File: config.mk
export PLATFORM = sky130hd
export DESIGN_NAME = ext_pipe
export DESIGN_NICKNAME = d
export VERILOG_FILES = /design/src/rtl/ext_pipe.sv
export SDC_FILE = /design/constraint.sdc
export NUM_CORES = 1
export LEC_CHECK = 0
export CORE_UTILIZATION = 46
export DETAILED_ROUTE_END_ITERATION = 6
export PLACE_DENSITY = 0.76
export REMOVE_ABC_BUFFERS = 1
export SYNTH_ARGS = -nofsm -noshare
export SYNTH_HDL_FRONTEND = slang
export SYNTH_SLANG_ARGS = --single-unit
File: constraint.sdc
create_clock -name clk -period 3 [get_ports clk]
set_input_delay 0.9 -clock clk [delete_from_list [all_inputs] [get_ports clk]]
set_output_delay 0.9 -clock clk [all_outputs]
set_load 0.02 [all_outputs]
File: src/rtl/ext_pipe.sv
// Pipelined operand extender: widens an IN_W-bit field (or a 1-bit flag) to OUT_W bits
// behind a valid/ready interface with a 2-entry skid buffer and a transfer counter.
module ext_pipe #(
    parameter int IN_W  = 16,
    parameter int OUT_W = 32,
    parameter int CNT_W = 16
) (
    input  logic             clk,
    input  logic             reset,
    input  logic             in_valid,
    output logic             in_ready,
    input  logic [IN_W-1:0]  in_data,
    input  logic             in_bit,
    input  logic [1:0]       mode,
    output logic             out_valid,
    input  logic             out_ready,
    output logic [OUT_W-1:0] out_data,
    output logic [CNT_W-1:0] xfer_count
);

    localparam int PAD_W = OUT_W - IN_W;

    generate
        if (OUT_W <= IN_W || IN_W < 1) begin : g_bad_width
            $error("ext_pipe: OUT_W must be greater than IN_W and IN_W must be >= 1");
        end
    endgenerate

    // Handshake contract: a transfer happens on a rising edge where valid and ready
    // are both high; valid, once raised, holds its payload stable until ready is seen.
    // in_ready comes straight from the skid register, so it never depends on out_ready.

    logic             out_valid_q, out_valid_d;
    logic [OUT_W-1:0] out_data_q, out_data_d;
    logic             skid_valid_q, skid_valid_d;
    logic [OUT_W-1:0] skid_data_q, skid_data_d;
    logic [CNT_W-1:0] cnt_q, cnt_d;

    logic             accept;
    logic             fire;
    logic [OUT_W-1:0] ext_val;

    assign in_ready   = ~skid_valid_q;
    assign out_valid  = out_valid_q;
    assign out_data   = out_data_q;
    assign xfer_count = cnt_q;

    assign accept = in_valid & ~skid_valid_q;
    assign fire   = out_valid_q & out_ready;

    always_comb begin
        ext_val = '0;
        unique case (mode)
            2'd0: ext_val = {{PAD_W{1'b0}}, in_data};
            2'd1: ext_val = {{PAD_W{in_data[IN_W-1]}}, in_data};
            2'd2: ext_val = {in_data, {PAD_W{1'b0}}};
            default: ext_val = {{(OUT_W-1){1'b0}}, in_bit};
        endcase
    end

    // Registers only load ext_val under accept, so idle-cycle garbage never lands.
    always_comb begin
        out_valid_d  = out_valid_q;
        out_data_d   = out_data_q;
        skid_valid_d = skid_valid_q;
        skid_data_d  = skid_data_q;
        cnt_d        = cnt_q;

        if (fire) begin
            cnt_d = cnt_q + CNT_W'(1);
        end

        if (fire && skid_valid_q) begin
            out_data_d   = skid_data_q;
            skid_valid_d = 1'b0;
        end else if (fire && accept) begin
            out_data_d = ext_val;
        end else if (fire) begin
            out_valid_d = 1'b0;
        end else if (!out_valid_q && accept) begin
            out_data_d  = ext_val;
            out_valid_d = 1'b1;
        end else if (out_valid_q && accept) begin
            skid_data_d  = ext_val;
            skid_valid_d = 1'b1;
        end
    end

    always_ff @(posedge clk or posedge reset) begin
        if (reset) begin
            out_valid_q  <= 1'b0;
            out_data_q   <= '0;
            skid_valid_q <= 1'b0;
            skid_data_q  <= '0;
            cnt_q        <= '0;
        end else begin
            out_valid_q  <= out_valid_d;
            out_data_q   <= out_data_d;
            skid_valid_q <= skid_valid_d;
            skid_data_q  <= skid_data_d;
            cnt_q        <= cnt_d;
        end
    end

endmodule

# Word level (Yosys, flattened, before mapping)
# Index checks and enable logic that the tools add are counted.
[classes] addsub=1 order_cmp=0 mux=12 n_mul=0 n_reduce_logical=13 n_div=0 n_shift=0 n_bitwise=7 n_eq_ne=6
[ops] op="$mux 32" n=4
[ops] op="$pmux 32 s3" n=1
[ops] op="$add 16x1->16 const B" n=1
[ops] op="$mux 1" n=7
[ops] op="$not 1->1" n=5
[ops] op="$reduce_and 5->1" n=1
[ops] op="$logic_and 1x1->1" n=4
[ops] op="$ne 2x2->1 const B" n=2
[ops] op="$reduce_and 4->1" n=1
[ops] op="$reduce_bool 2->1" n=2
[ops] op="$ne 3x1->1 const B" n=1
[ops] op="$reduce_and 3->1" n=1
[ops] op="$reduce_bool 3->1" n=1
[ops] op="$and 1x1->1" n=2
[ops] op="$eq 2x1->1 const B" n=1
[ops] op="$eq 2x2->1 const B" n=1
[ops] op="$logic_not 2->1" n=1
[ops] op="$ne 2x1->1 const B" n=1
[ops] op="$reduce_and 2->1" n=1
[ops] op="$logic_not 1->1" n=1
[totals] elab_cells=44 mem_bits_rw=0 out_inout_bits=50 latch_bits=0 input_bits=23 romBits=0 register_bits=82 memories=0

# Logic depth before layout (Yosys ltp)
[depth] ltp_word=8 ltp_mapped=6 ltp_nobuf=5

# Worst setup path before layout
# Ideal clock, no wire load.
[synth_timing] path_kind="input-to-reg" from="in out_ready" to="reg out_data_q[15] (netlist: out_data[15])" path_stages=6 arrival_ps=1837 path_slack_ps=1040 setup_time_ps=123 path_cell_list="and2b_4 > nand2b_1 > buf_4 > nand2_2 > buf_6 > o221a_2"
[synth_via] elab_chain_len=4 elab_cells_between_ends=8 cone_classes="eq/ne: 1; mux: 2; bitwise: 1; reduce/logical: 4"
[synth_rtl] element="start: declaration" line="16" text="input logic out_ready,"
[synth_rtl] element="$and 1x1->1 *" line="49" text="assign fire = out_valid_q & out_ready;"
[synth_rtl] element="$logic_and 1x1->1 (on tied branches)" line="73, 76"
[synth_rtl] element="$ne 3x1->1 (no line) (tied with other cells)"
[synth_rtl] element="$reduce_and 2->1 (no line) / $mux 32 (equally long branches)"
[synth_rtl] element="end signal: assignment" line="98" text="out_data_q <= out_data_d;"
[synth_rtl] element="end: declaration" line="34" text="logic [OUT_W-1:0] out_data_q, out_data_d;"
# Mark *: on every way between the ends. The rest lies on a longest branch, timed or not.
# A chain may end at the register's enable or synchronous reset.

# Worst setup path after layout
[layout_timing] from="in mode[1]" to="reg out_data_q[31] (netlist: out_data[31])"
[layout_via] elab_chain_len=6 elab_cells_between_ends=8 cone_classes="eq/ne: 2; mux: 5; reduce/logical: 1"
[layout_rtl] element="start: declaration" line="14" text="input logic [1:0] mode,"
[layout_rtl] element="$eq 2x2->1 (tied with other cells)" line="53" text="unique case (mode)"
[layout_rtl] element="$pmux 32 s3 *" line="53"
[layout_rtl] element="$mux 32" line="80" text="end else if (!out_valid_q && accept) begin"
[layout_rtl] element="$mux 32" line="78" text="end else if (fire) begin"
[layout_rtl] element="$mux 32 *" line="76" text="end else if (fire && accept) begin"
[layout_rtl] element="$mux 32 *" line="73" text="if (fire && skid_valid_q) begin"
# Mark *: on every way between the ends. The rest lies on a longest branch, timed or not. The select of a mux whose other input is x is not followed.

==> impl_metrics.yaml <==
synthesis:
  yosys_warnings: 0
  synth-seq-cells: 82
  syn_avg_cell_area_sq_um: 10.8
  synth_top_cell_area_share_pct: 59.0
  syn_inst: 322
  synth.largest_area_cell: "dfrtp_1"
  ys_top_cells_by_count: "dfrtp_1, nand2_1, o21ai_0"
  yosys_most_used_dff: "dfrtp_1"
  synth_edf_count: 0
  synth_cell_types: 31
  synthMostInstantiatedCell: "dfrtp_1"
  async_flop_share_pct: 100
  syn_area_sq_mm: 0.00348
  ys_seq_area_share_pct: 59.0
  yosys-top-cells-area: "dfrtp_1, nand2_1, a221o_1"
floorplan:
  core_area_sq_mm: 0.00729
  start_util_pct: 47.7
  die_x_um: 88.9
  fp.dieH_um: 88.9
  fp.dieArea_sq_mm: 0.00791
  pin_count: 73
  core.rowCount: 31
run_status:
  outcome: "finished, final reports clean"
timing:
  fmax_mhz: 370
  worst_clock_skew_ns: 0.00788
  fin_crit_ns: 2.70
  worst_pin_slew_ns: 1.13
  setup_ws_ns: 0.299
  fin_hold_ws_ns: 0.476
  slew_viol_final: 0
  min_period_over_period_pct: 90.0
  finalSetupViolCount: 0
  finalHoldViolations: 0
  slew_headroom_pct: 24.7
  rsz0062_at_grt: "false"
setup_path:
  cp-start-kind: "primary input"
  critPathCaptureType: "flip-flop"
  crit_type: "in2reg"
  r2r-start: "out_valid"
  crit_arrival_ns: 2.99
  crit_path_start: "mode[1]"
  crit_end: "out_data[31]"
  rr_endpoint: "out_data[6]"
  ff2ff_setup_slack_ns: 1.39
  crit_required_ns: 3.28
  cp_max_fo: 16
  r2r_cells: 5
grt:
  grt_max_degree: 65
  first_global_vias: 2449
  antenna_found_initial: 0
  overflow: 0
  grt_pass1_wl_um: 12600
  grt_use_total_pct: 21.5
clocking:
  clk_pin_slew_worst_paths_ns: 0.07
  clock_latency_ns: 0.35
  cts.path.max_buffers: 2
  cts_hold_buffers: 0
  cts_root_buffer: "clkbuf_8"
  post_cts_resized: 0
  htree_levels: 3
  cts_tree: "yes"
  post-cts-setup-buffer-count: 0
  cts.sinks: 82
  cts_buffers: 9
final_layout:
  fin_cells: 498
  diodes: 0
  nets: 419
  area_growth_pct: 29.8
  drive_gt1_share_pct: 11.3
placement:
  pre_cts_slack_ns: -0.0171
  place.gp.congestion: 0.816
  port_buffers: 72
  place_inst: 483
  dp_hpwl_um: 5280
drt:
  drc: 0
  via_per_inst: 5.41
  drt_iter0_drc: 168
  vias: 2696
  post_drt_wl_per_cell_um: 15.9
  drt-total-wl_um: 7940
  drtAntennaViolNets: 0
  drt-pass1-iter-count: 4
power_and_ir_drop:
  leakagePower_nw: 1.95
  vdd.ir_drop.worst_mv: 0.433
  power_density_mw_per_mm2: 982
flow_run:
  drv_cap: 0
hold_path:
  hp-class: "reg2reg"
[routing by layer]
layer,track usage [%],vias to the layer above,part of all wire (%)
met1,31.2,1324,47
met5,0,-,0
met2,32.1,80,47
met3,4.43,14,4.6
met4,8.08,0,1.7
li1,-,1278,-
[placed cells by master (no fill, tap or decap), drive strengths merged]
cell type,instances
dfrtp,82
clkdlybuf4s50,72
nand2,57
o21ai,34
nor2,22
a221o,17
nand2b,16
a21oi,16
o221a,15
clkbuf,13
xnor2,12
buf,9
nand3,5
nor2b,4
xor2,3
and4,3
and3,3
inv,3
nand4,2
mux2,1
and2,1
nor3,1
and2b,1
and3b,1
a31oi,1
o31ai,1
clkinv,1
ha,1
clkinvlp,1
bufinv,1
[final cells by class]
type	count	area, sq um
Fill cell	618	2780
Sequential cell	82	2050
Multi-Input combinational cell	217	1320
Timing Repair Buffer	81	813
Clock buffer	13	149
Tap cell	99	124
Clock inverter	2	37.5
Inverter	4	16.3
[critical path, stage by stage]
cell	delay [ns]
clkdlybuf4s50_1	0.60
nor2b_1	0.93
o21ai_0	0.27
nor2_1	0.17
a221o_1	0.12
[worst min path at each step]
stage                               start               to  slack (ns)  cells after the start
after CTS                  xfer_count[15]   xfer_count[15]        0.49                      1
final                      xfer_count[15]   xfer_count[15]        0.48                      1
after global routing        xfer_count[7]    xfer_count[7]        0.51                      1
after floorplan           skid_data_q[15]  skid_data_q[15]        0.45                      2
after global placement    skid_data_q[15]  skid_data_q[15]        0.46                      2
after detailed placement  skid_data_q[11]  skid_data_q[11]        0.47                      2
[flip-flops by register name, summed over array words and instances (netlist names)]
name / cells
out_data: 32
skid_data_q: 32
xfer_count: 16
out_valid: 1
skid_valid_q: 1
[kinds of logic after synthesis]
group                      Yosys count  synth area share (%)
AOI/OAI and AO/OA                   84                  17.3
xor gates and xnor gates            15                  3.78
adders and majority gates            1                 0.360
buffers and inverters               23                  3.02
DFF                                 82                  59.0
muxes                                1                 0.324
and+or+nand+nor                    116                  16.2
[power by group]
part	total, mW	internal [mW]	switching (mW)	leakage [nW]
clock network	0.781	0.404	0.376	0.0897
logic	1.78	0.885	0.895	0.806
registers	1.87	1.55	0.317	1.06
total	4.43	2.84	1.59	1.95
[through the flow]
stage          TNS, ns  power [mW]  utilization (%)  instance area [sq um]
5_1_grt              0        4.69             61.9                   4510
3_3_place_gp         0        3.61             59.3                   4330
4_1_cts              0        4.45             61.9                   4510
2_1_floorplan   -0.692        2.82                -                   3390
6_report             0        4.43             61.9                   4510
3_5_place_dp   -0.0171        3.67             59.3                   4330
Power figures use the tool's default switching activity.
